==> src/rtl/seq_shift_add_mult.sv <==
// Iterative shift-add multiplier, one partial product per clock.
// Unsigned or two's-complement per operation, start/busy/done handshake.
module seq_shift_add_mult #(
  parameter int WIDTH = 8
) (
  input  logic               clk,
  input  logic               rst_n,
  input  logic               start,
  input  logic               tc,
  input  logic [WIDTH-1:0]   a,
  input  logic [WIDTH-1:0]   b,
  output logic               busy,
  output logic               done,
  output logic [2*WIDTH-1:0] product
);

  localparam int CW = $clog2(WIDTH);

  typedef enum logic [1:0] {
    IDLE,
    RUN,
    FIN
  } state_t;

  state_t state;
  state_t state_nx;

  logic [WIDTH-1:0] mcand;
  logic [WIDTH-1:0] hi;
  logic [WIDTH-1:0] lo;
  logic [CW-1:0]    count;
  logic             sign;

  logic [WIDTH-1:0] mag_a;
  logic [WIDTH-1:0] mag_b;
  logic [WIDTH:0]   sum;
  logic             last;

  // Magnitude of the most negative value wraps to 2^(W-1), exact as unsigned.
  always_comb begin
    mag_a = a;
    mag_b = b;
    if (tc && a[WIDTH-1]) mag_a = ~a + WIDTH'(1);
    if (tc && b[WIDTH-1]) mag_b = ~b + WIDTH'(1);
  end

  always_comb begin
    sum = {1'b0, hi};
    if (lo[0]) sum = {1'b0, hi} + {1'b0, mcand};
  end

  assign last = (count == CW'(WIDTH - 1));
  assign busy = (state != IDLE);

  always_ff @(posedge clk or negedge rst_n) begin
    if (!rst_n) state <= IDLE;
    else        state <= state_nx;
  end

  always_comb begin
    state_nx = state;
    unique case (state)
      IDLE: if (start) state_nx = RUN;
      RUN:  if (last)  state_nx = FIN;
      FIN:  state_nx = IDLE;
      default: state_nx = IDLE;
    endcase
  end

  always_ff @(posedge clk or negedge rst_n) begin
    if (!rst_n) begin
      mcand   <= '0;
      hi      <= '0;
      lo      <= '0;
      count   <= '0;
      sign    <= 1'b0;
      done    <= 1'b0;
      product <= '0;
    end else begin
      done <= 1'b0;
      unique case (state)
        IDLE: begin
          if (start) begin
            mcand <= mag_a;
            lo    <= mag_b;
            hi    <= '0;
            count <= '0;
            sign  <= tc & (a[WIDTH-1] ^ b[WIDTH-1]);
          end
        end
        RUN: begin
          hi    <= sum[WIDTH:1];
          lo    <= {sum[0], lo[WIDTH-1:1]};
          count <= count + CW'(1);
        end
        FIN: begin
          product <= sign ? -{hi, lo} : {hi, lo};
          done    <= 1'b1;
        end
        default: ;
      endcase
    end
  end

endmodule

==> config.mk <==
export PLATFORM = sky130hd
export DESIGN_NAME = seq_shift_add_mult
export DESIGN_NICKNAME = d
export VERILOG_FILES = /design/src/rtl/seq_shift_add_mult.sv
export SDC_FILE = /design/constraint.sdc
export NUM_CORES = 1
export LEC_CHECK = 0
export ABC_AREA = 1
export CORE_MARGIN = 3
export CORE_UTILIZATION = 60
export CTS_CLUSTER_SIZE = 8
export DETAILED_ROUTE_END_ITERATION = 10
export GPL_TIMING_DRIVEN = 0
export PLACE_DENSITY = 0.9
export SYNTH_ARGS = -nofsm -noshare
export SYNTH_HDL_FRONTEND = slang
export SYNTH_SLANG_ARGS = --single-unit
==> constraint.sdc <==
create_clock -name clk -period 3.7 [get_ports clk]
set_clock_uncertainty 0.15 [all_clocks]
set_input_delay 0.74 -clock clk [delete_from_list [all_inputs] [get_ports clk]]
set_output_delay 0.74 -clock clk [all_outputs]
set_load 0.1 [all_outputs]
== Word level (Yosys, flattened, before mapping) ==
Cells that the tools add are included.

* Register bits after elaboration: 47
* Input bits: 20
* Word-level logic and storage cells: 44

* $add $sub $neg: 5
* Eq/ne operators: 5
* Muxes and demuxes: 14
* Bitwise gates (word level): 4
* Reduce and logical (&&, ||, !) cells: 8

{| class="wikitable"
|+ Operator list
! cell !! count
|-
| 2-to-1 mux 8 bit || 4
|-
| case mux 8 bit (2 select lines) || 2
|-
| adder 8 x 1 -> 8 bit (second input constant) || 2
|-
| 2-to-1 mux 16 bit || 1
|-
| negation 16 bit || 1
|-
| inverter 8 bit || 2
|-
| adder 8 x 8 -> 9 bit || 1
|-
| 2-to-1 mux 9 bit || 1
|-
| case mux 3 bit (2 select lines) || 1
|-
| AND reduction 2 bit || 3
|-
| 2-to-1 mux 2 bit || 2
|-
| inequality test 2 bit (second input constant) || 2
|-
| case mux 2 bit (2 select lines) || 1
|-
| nonzero test 2 bit || 2
|-
| adder 3 x 1 -> 3 bit (second input constant) || 1
|-
| equality test 3 bit (second input constant) || 1
|-
| 2-to-1 mux 3 bit || 1
|-
| equality test 2 x 1 -> 1 bit (second input constant) || 1
|-
| equality test 2 bit (second input constant) || 1
|-
| logical AND 1 bit || 2
|-
| logical NOT 2 bit || 1
|-
| bitwise AND 1 bit || 1
|-
| 2-to-1 mux 1 bit || 1
|-
| bitwise XOR 1 bit || 1
|}

== Depth between registers and ports, before layout ==
* Depth after elaboration: 5
* Mapped depth: 11
* Mapped depth without buffers: 10

== Worst setup path after synthesis ==
No wires, ideal clock.

* Path type: register to output
* From: register state[1]
* To: output busy
* Data arrival time: 1046 ps
* Data required time: 2810 ps
* Path slack: 1764 ps
* Cell stages (with the launch flop): 3
* Buffers on the path: 0
* Cell sequence: dfrtp_1 inv_2 nand2_1

* Word-level cells in the longest chain between the ends: 1

{| class="wikitable"
|+ RTL lines
! element !! RTL line !! text
|-
| start: declaration || 25 || <nowiki>state_t state;</nowiki>
|-
| start signal: assignment || 57 || <nowiki>else state <= state_nx;</nowiki>
|-
| nonzero test 2 bit || 53 || <nowiki>assign busy = (state != IDLE);</nowiki>
|-
| end: declaration || 12 || <nowiki>output logic busy,</nowiki>
|}

Every way passes these cells.

== Worst setup path after layout ==
Same ends and word-level chain as after synthesis.

==> summary.txt <==
outcome: complete, no violations
Synth Instances: 407
GRT Util Overall: 25.7%
Congestion Overflow GR: 0
crit path launch: state[1]
cell with the most instances after synthesis: nand2_1
ys flop type: dfrtp_1
site row count: 24
CTS tree: done
hold buffer count at cts: 0
Crit Path Class: reg2out
clock buffer depth: 2
Routed wire per std cell: 12.9 microns
Worst Max-Slew Pin Slew: 0.971 ns
area added between synthesis and finish: 19.9%
Placed Cells: 510
first-pass GRT wire length: 11200 microns
register area share after synthesis: 40.3%
Worst Path Required: 2.81 ns
Detailed Place HPWL: 5200 microns
Rel. slew slack: 35.0%
post-CTS setup repair buffer count: 0
Antenna Cells: 0
Worst Reg-to-Reg Cells: 11
CP Capture Type: output pin
DRC: 0
GPL Wtd Cong: 0.904
initial antenna violation count: 0
filler cell count: 361
CP arrival: 1.93 ns
FF-to-FF End: product[14]
R2R Setup Slk: 1.49 ns
Post-synth top cells: nand2_1, dfrtp_1, inv_1
Layout Cells excl Fill: 518
vias per inst: 5.33
period utilization: 76.1%
Mapped Area: 0.00292 sq mm
antenna-violating nets left: 0
pre-CTS setup slack: 1.21 ns
hold violation count in the final report: 0
crit path launch type: flip-flop
largest net degree at the start of global routing: 31
setup ws final: 0.884 ns
Async S/R FF share, synth: 100%
Syn Nets: 441
drt first pass iters: 5
IO Port Bufs: 37
post-synth top area cell: dfrtp_1
fin. max-slew vios: 0
CTS Buf Count: 5
Final min period: 2.82 ns
Die H: 75.7 microns
die width: 75.7 microns
# IOs: 38
TNS Setup: 0 ns
ratio of cells with drive above 1 in the final layout: 5.96%
vias: 2763
Finish-stage setup viols: 0
crit path max fanout: 3
DRT iter0 DRCs: 153
core area: 0.00453 sq mm
final WL: 6670 microns
Initial Util: 64.3%
synth top area cells: dfrtp_1, nand2_1, nand3_1
Hold Crit Class: in2async
worst-skew pair later-pin latency: 0.31 ns
max-cap viol count: 0
Post-synth EDFFs: 0
unrepaired setup endpoints after global routing: no
Die Area: 0.00573 sq mm
Synth Register Bits: 47
htree depth: 2
Synth Area per Inst: 7.16 sq um
synth warn: 0
Yosys top cell area share: 40.3%
Fmax: 355 MHz
cts repair resizes: 0
vias in the first global route: 2622
clk sinks: 47
Clock transition at path regs: 0.10 ns
Distinct cells, synth: 28
CTS Root Cell: clkbuf_8
RR Startpoint: lo[0]
Final Net Count: 486
-- kinds of logic after synthesis --
| group | Yosys count | share of synthesized area [%] |
|---|---|---|
| and+or+nand+nor | 213 | 30.2 |
| AOI/OAI and AO/OA | 61 | 11.8 |
| DFF | 47 | 40.3 |
| buffers and inverters | 62 | 8.45 |
| xor gates and xnor gates | 10 | 3.00 |
| adders and majority gates | 14 | 6.27 |
-- layout make-up --
cell class	instances	area [sq um]	share of cell area (%)
clock inverters	3	43.8	1.25
multi-input cells	298	1490	42.7
well taps	65	81.3	2.33
inverters	51	191	5.48
plain buffers	11	55.1	1.58
clock buffers	5	68.8	1.97
repair buffers	38	385	11.0
flip-flops and latches	47	1180	33.7
-- critical path: stages (launching register included) --
cell,delay (ns)
dfrtp_1,0.38
inv_2,0.05
nand2_1,0.06
clkdlybuf4s50_1,1.12
-- state kept, by name, indices dropped and copies added (netlist names) --
| register | flops |
|---|---|
| product | 16 |
| state | 2 |
| sign | 1 |
| hi | 8 |
| lo | 8 |
| done | 1 |
| mcand | 8 |
| count | 3 |
-- layout by cell type, fill, tap and decap left out, types with 4 or more instances in the layout --
master / netlist / routed
o21ai_0: 24 / 24
nand2_1: 125 / 125
clkdlybuf4s50_1: 0 / 36
o21ai_1: 5 / 5
nand3_1: 42 / 42
buf_2: 5 / 6
dfrtp_1: 47 / 47
a21oi_1: 18 / 18
inv_2: 6 / 6
ha_1: 13 / 13
clkbuf_1: 4 / 4
a22oi_1: 4 / 4
clkbuf_8: 0 / 5
xor2_1: 10 / 10
inv_1: 45 / 45
nor2_1: 37 / 37
-- per-layer routing --
layer | share of wire (%) | track usage, %
met1 | 44 | 32.2
met2 | 47 | 44.3
met3 | 6.7 | 4.35
met4 | 2.0 | 10.1
met5 | 0 | 0
-- worst max-delay path by stage --
stage | depth (start not counted) | to
floorplan | 2 | busy
global placement | 1 | count[1]
detailed placement | 7 | lo[5]
CTS | 3 | busy
global route | 3 | busy
finish | 3 | busy
-- per-stage QoR --
stage	area, sq um	util, %	hold slack, ns
floorplan	2920	-	0.294
global route	3490	77.1	0.219
global placement	3370	74.3	0.311
detailed placement	3380	74.6	0.314
CTS	3490	77.1	0.210
finish	3490	77.1	0.197
Power is left out: the tool's default activity adds up to more than one toggle a clock period on the data nets, which glitch-free logic cannot reach.
==> patch 1 (same flow settings) <==
The parameter `WIDTH` goes from 8 to 4.
--- a/src/rtl/seq_shift_add_mult.sv
+++ b/src/rtl/seq_shift_add_mult.sv
@@ -3,3 +3,3 @@
 module seq_shift_add_mult #(
-  parameter int WIDTH = 8
+  parameter int WIDTH = 4
 ) (
Ports: changed (resized a, b and product); port bits go from 38 to 22. The function was not compared with the original's and may differ.
==> patch 1 against the original RTL <==
Synthesized cell count shrank 55%. Register-to-register slack gained 0.41 ns. Sequential cell count shrank 21. Routed wire length shrank 47%. Setup slack lost 0.20 ns. Maximum frequency shrank 6.6%. Area after synthesis shrank 49%. Final cell count shrank 54%. Design area shrank 49%. Global-route usage shrank 0.42 points. Critical path depth is the same. Critical path type unchanged. Highest routed layer unchanged.
==> patch 1: results (changes against the original RTL) <==
| Metric | Value |
|---|---|
| Final non-clock buffer share | 12.5% (-0.059 points) |
| Invs w/o clock | 28 (-45%) |
| Synth area leaders | dfrtp_1, nand2_1, ha_1, nand3_1, inv_1 |
| Maximum vdd drop | 0.699 mV |
| Largest net degree at the start of global routing | 27 (-13%) |
| Clk sinks | 26 (-45%) |
| FF-to-FF setup slack | 1.90 ns (+0.41 ns) |
| DPL Wire Length | 2790 um (-46%) |
| P per Cell Area | 1010 mW/mm^2 |
| Initial drt markers | 40 (-74%) |
| Seq/total area | 36.6% (+3.0 points) |
| Multi-input comb cells | 129 (-57%) |
| Slew headroom | 20.9% (-14 points) |
| Drt total wl | 3570 um (-47%) |
| Final period util | 81.5% (+5.4 points) |
| Clock root buffer | clkbuf_4 |
| Hold Slack | 0.353 ns (+0.156 ns) |
| Worst r2r path cells | 7 (-4) |
| Clock-cell share | 2.04% (-1.2 points) |
| Gpl congestion | 0.913 (+1.0%) |
| Clk_lat worst skew | 0.34 ns (+0.03 ns) |
| Gr usage total | 25.3% (-0.42 points) |
| PortBufs | 21 (-43%) |
| Register area share after synthesis | 43.6% (+3.2 points) |
| First-pass GRT wire length | 6180 um (-45%) |
| Adder-cell share of the synthesized area | 8.04% (+1.8 points) |
| Vias in the first global route | 1,460 (-44%) |
| Share of layout cells above drive strength 1 | 9.05% (+3.1 points) |
| Nets@finish | 232 (-52%) |
| Vias | 1,382 (-50%) |
| Worst min-delay path category | flop to flop |
| Hold path endpoint | count[0] |
| Non-CTS buffers | 23 (-53%) |
| Clkbuf count | 4 (-1) |
| Worst-path clk slew | 0.16 ns (+0.06 ns) |
| CTS Buf Count | 3 (-2) |
| Synth Area in Compound Gates | 13.4% (+1.6 points) |
| Multi-input logic area | 723 um^2 (-52%) |
| Outcome | complete, no violations |
| R2r endpoint | hi[1] |
| XOR/XNOR Fraction of Synth Area | 1.17% (-1.8 points) |
| Top post-synthesis cells by count | nand2_1, dfrtp_1, inv_1, nand3_1, nor2_1 |
| Net Count, Synth | 206 (-53%) |
[patch 1: cell types whose count changed in the layout (fill, tap and decap cells not counted), moves of 11 or more]
cell	before	now
a21oi_1	18	7
clkdlybuf4s50_1	36	21
dfrtp_1	47	26
inv_1	45	20
nand2_1	125	45
nand3_1	42	17
nor2_1	37	16
o21ai_0	24	7
[patch 1: layer usage]
| layer | vias to the layer above | GRT usage, % | part of all wire, % |
|---|---|---|---|
| li1 | 657 | - | - |
| met1 | 634 | 27.3 | 36 |
| met2 | 76 | 47.1 | 53 |
| met3 | 15 | 3.48 | 7.2 |
| met4 | 0 | 13.9 | 3.6 |
| met5 | - | 0 | 0 |
[patch 1: through the flow]
step,cell area [um^2],cells
2_1_floorplan,1490,185
3_3_place_gp,1740,234
3_5_place_dp,1740,234
4_1_cts,1780,238
5_1_grt,1780,238
6_report,1780,238
[patch 1: worst max-delay path, cell delays in order, from the launching register on]
cell and delay (ns):
dfrtp_1 0.49, inv_2 0.10, nand2_1 0.07, clkdlybuf4s50_1 1.13
==> patch 2 (config.mk and constraints unchanged) <==
Made on the original files. Reset style: synchronous (`rst_n`), changed in 2 clocked blocks.
--- a/src/rtl/seq_shift_add_mult.sv
+++ b/src/rtl/seq_shift_add_mult.sv
@@ -54,3 +54,3 @@
 
-  always_ff @(posedge clk or negedge rst_n) begin
+  always_ff @(posedge clk) begin
     if (!rst_n) state <= IDLE;
@@ -69,3 +69,3 @@
 
-  always_ff @(posedge clk or negedge rst_n) begin
+  always_ff @(posedge clk) begin
     if (!rst_n) begin
Formal check against the unedited RTL: differs if rst_n is asserted again (counterexample within 4 cycles, from zero or initial values and one cycle with rst_n low); with rst_n held inactive, the same outputs for 10 cycles.
==> patch 2 against the original RTL <==
Count of clock-buffer cells in the layout did not move. Setup slack got worse by 0.061 ns. Routed wire length rose by 16%. Design area rose by 1.2%. Sequential cell count did not move. Final cell count rose by 10%. Area after synthesis rose by 1.8%. Critical path type unchanged.
==> patch 2: results (changes against the original RTL) <==
| Metric | Value |
|---|---|
| Outcome | complete, no violations |
| Main synth FF type | dfxtp_1 |
| Vias in the first global route | 2,898 (+11%) |
| Synth warn | 0 (unchanged) |
| Fill count | 374 (+3.6%) |
| Yosys cell types | 33 (+18%) |
| Sw Ratio | 31.5% |
| CTS Buf Count | 5 (unchanged) |
| Initial drt markers | 223 (+46%) |
| Biggest register | product |
| Met2 Resource Use GR | 47.5% (+3.2 points) |
| Met3 usage in global routing | 4.14% (-0.22 points) |
| Largest net degree at the start of global routing | 17 (-45%) |
| Slowest CP cell | clkdlybuf4s50_1 |
| Vias/cell | 5.46 (+2.3%) |
| CP max FO | 3 (unchanged) |
| Drt first pass iters | 5 (unchanged) |
| Nets@finish | 540 (+11%) |
| DPL Wire Length | 6020 um (+16%) |
| CTS Buffer Depth | 2 (unchanged) |
| P_leak | 1.68 nW |
| Gpl congestion | 0.934 (+3.3%) |
| Grt met1 use | 34.0% (+1.8 points) |
| Clk_lat worst skew | 0.30 ns |
| Initial antenna violation count | 0 (unchanged) |
| Synth area leaders | dfxtp_1, nand2_1, a21oi_1, inv_1, nand3_1 |
| Cell family with the largest share of critical-path delay | buffers and inverters |
| Slew headroom | 35.0% (-0.064 points) |
| Worst-path clk slew | 0.09 ns |
| Net Count, Synth | 496 (+12%) |
| Htree depth | 2 (unchanged) |
| Maximum vdd drop | 0.297 mV |
| Worst min-delay path category | flop to flop |
| PortBufs | 37 (unchanged) |
| Drt total wl | 7730 um (+16%) |
| Antenna cells | 0 (unchanged) |
| Share of layout cells above drive strength 1 | 6.90% (+0.94 points) |
| Register area share after synthesis | 31.7% (-8.7 points) |
| Max incr delay on CP | 1.12 ns (about the same) |
| Gr usage total | 27.0% (+1.3 points) |
| Post-synthesis async set-or-reset flop share | 0% (-100 points) |
| Clock root buffer | clkbuf_8 |
| Crit path DAT | 1.99 ns (+0.06 ns) |
| Postcts setup bufs | 0 (unchanged) |
| Top post-synthesis cells by count | nand2_1, inv_1, dfxtp_1, nor2_1, a21oi_1 |
| First-pass GRT wire length | 13,000 um (+16%) |
| Max reg flops | 16 (unchanged) |
| Post-CTS Resized | 0 (unchanged) |
-- patch 2: cell types whose count changed after synthesis, moves of 3 or more --
cell,before,now
a21oi_1,18,43
o22ai_1,3,0
nand3_1,42,39
a31oi_1,0,5
dfrtp_1,47,0
inv_2,6,9
buf_4,0,3
o211ai_1,0,3
nor2_1,37,44
dfxtp_1,0,47
inv_1,45,56
-- patch 2: power by group through the flow --
stage	sequential, mW	clock (mW)	combinational (mW)
after CTS	0.549	0.398	0.269
after detailed placement	0.560	0	0.267
after floorplan	0.553	0	0.193
after global routing	0.552	0.420	0.306
after global placement	0.559	0	0.257
final	0.549	0.394	0.272
-- patch 2: cells by family after synthesis --
| group | synth area share (%) |
|---|---|
| AOI/OAI and AO/OA | 16.1 |
| xor gates and xnor gates | 3.25 |
| adders and majority gates | 6.15 |
| buffers and inverters | 11.7 |
| DFF | 31.7 |
| and+or+nand+nor | 31.2 |
-- patch 2: metrics by stage --
stage | instances | util, % | instance area [um^2] | setup WS [ns] | power (mW)
finish | 572 | 77.5 | 3540 | 0.823 | 1.22
floorplan | 462 | - | 2970 | 1.77 | 0.746
detailed placement | 564 | 74.9 | 3420 | 1.17 | 0.827
CTS | 572 | 77.5 | 3540 | 0.816 | 1.22
global route | 572 | 77.5 | 3540 | 0.785 | 1.28
global placement | 564 | 74.9 | 3420 | 1.18 | 0.817
-- patch 2: tightest hold or removal path, stage by stage, from the launching register on --
cell	delay (ns)
dfxtp_1	0.34
o211ai_1	0.10
inv_1	0.05
-- patch 2: final cells by class --
type                       count  share of cell area, %
multi-input combinational    331                   47.5
tap                           65                   2.30
timing repair buffer          37                   10.5
sequential                    47                   26.6
buffer                        15                   2.33
clock inverter                 3                   1.34
clock buffer                   5                   1.95
inverter                      69                   7.46
-- patch 2: final timing paths --
path,cells past startpoint,from,to,slack (ns)
hold / removal,2,product[6],product[6],0.36
hold reg to reg,2,product[6],product[6],0.36
setup reg to reg,14,lo[0],product[10],1.74
setup / recovery,3,state[1],busy,0.82
-- patch 2: layer usage --
| metal | wire length [um] | vias up |
|---|---|---|
| met3 | 419 | 17 |
| met5 | 0 | - |
| met4 | 168 | 0 |
| li1 | - | 1574 |
| met1 | 3280 | 1436 |
| met2 | 3850 | 95 |
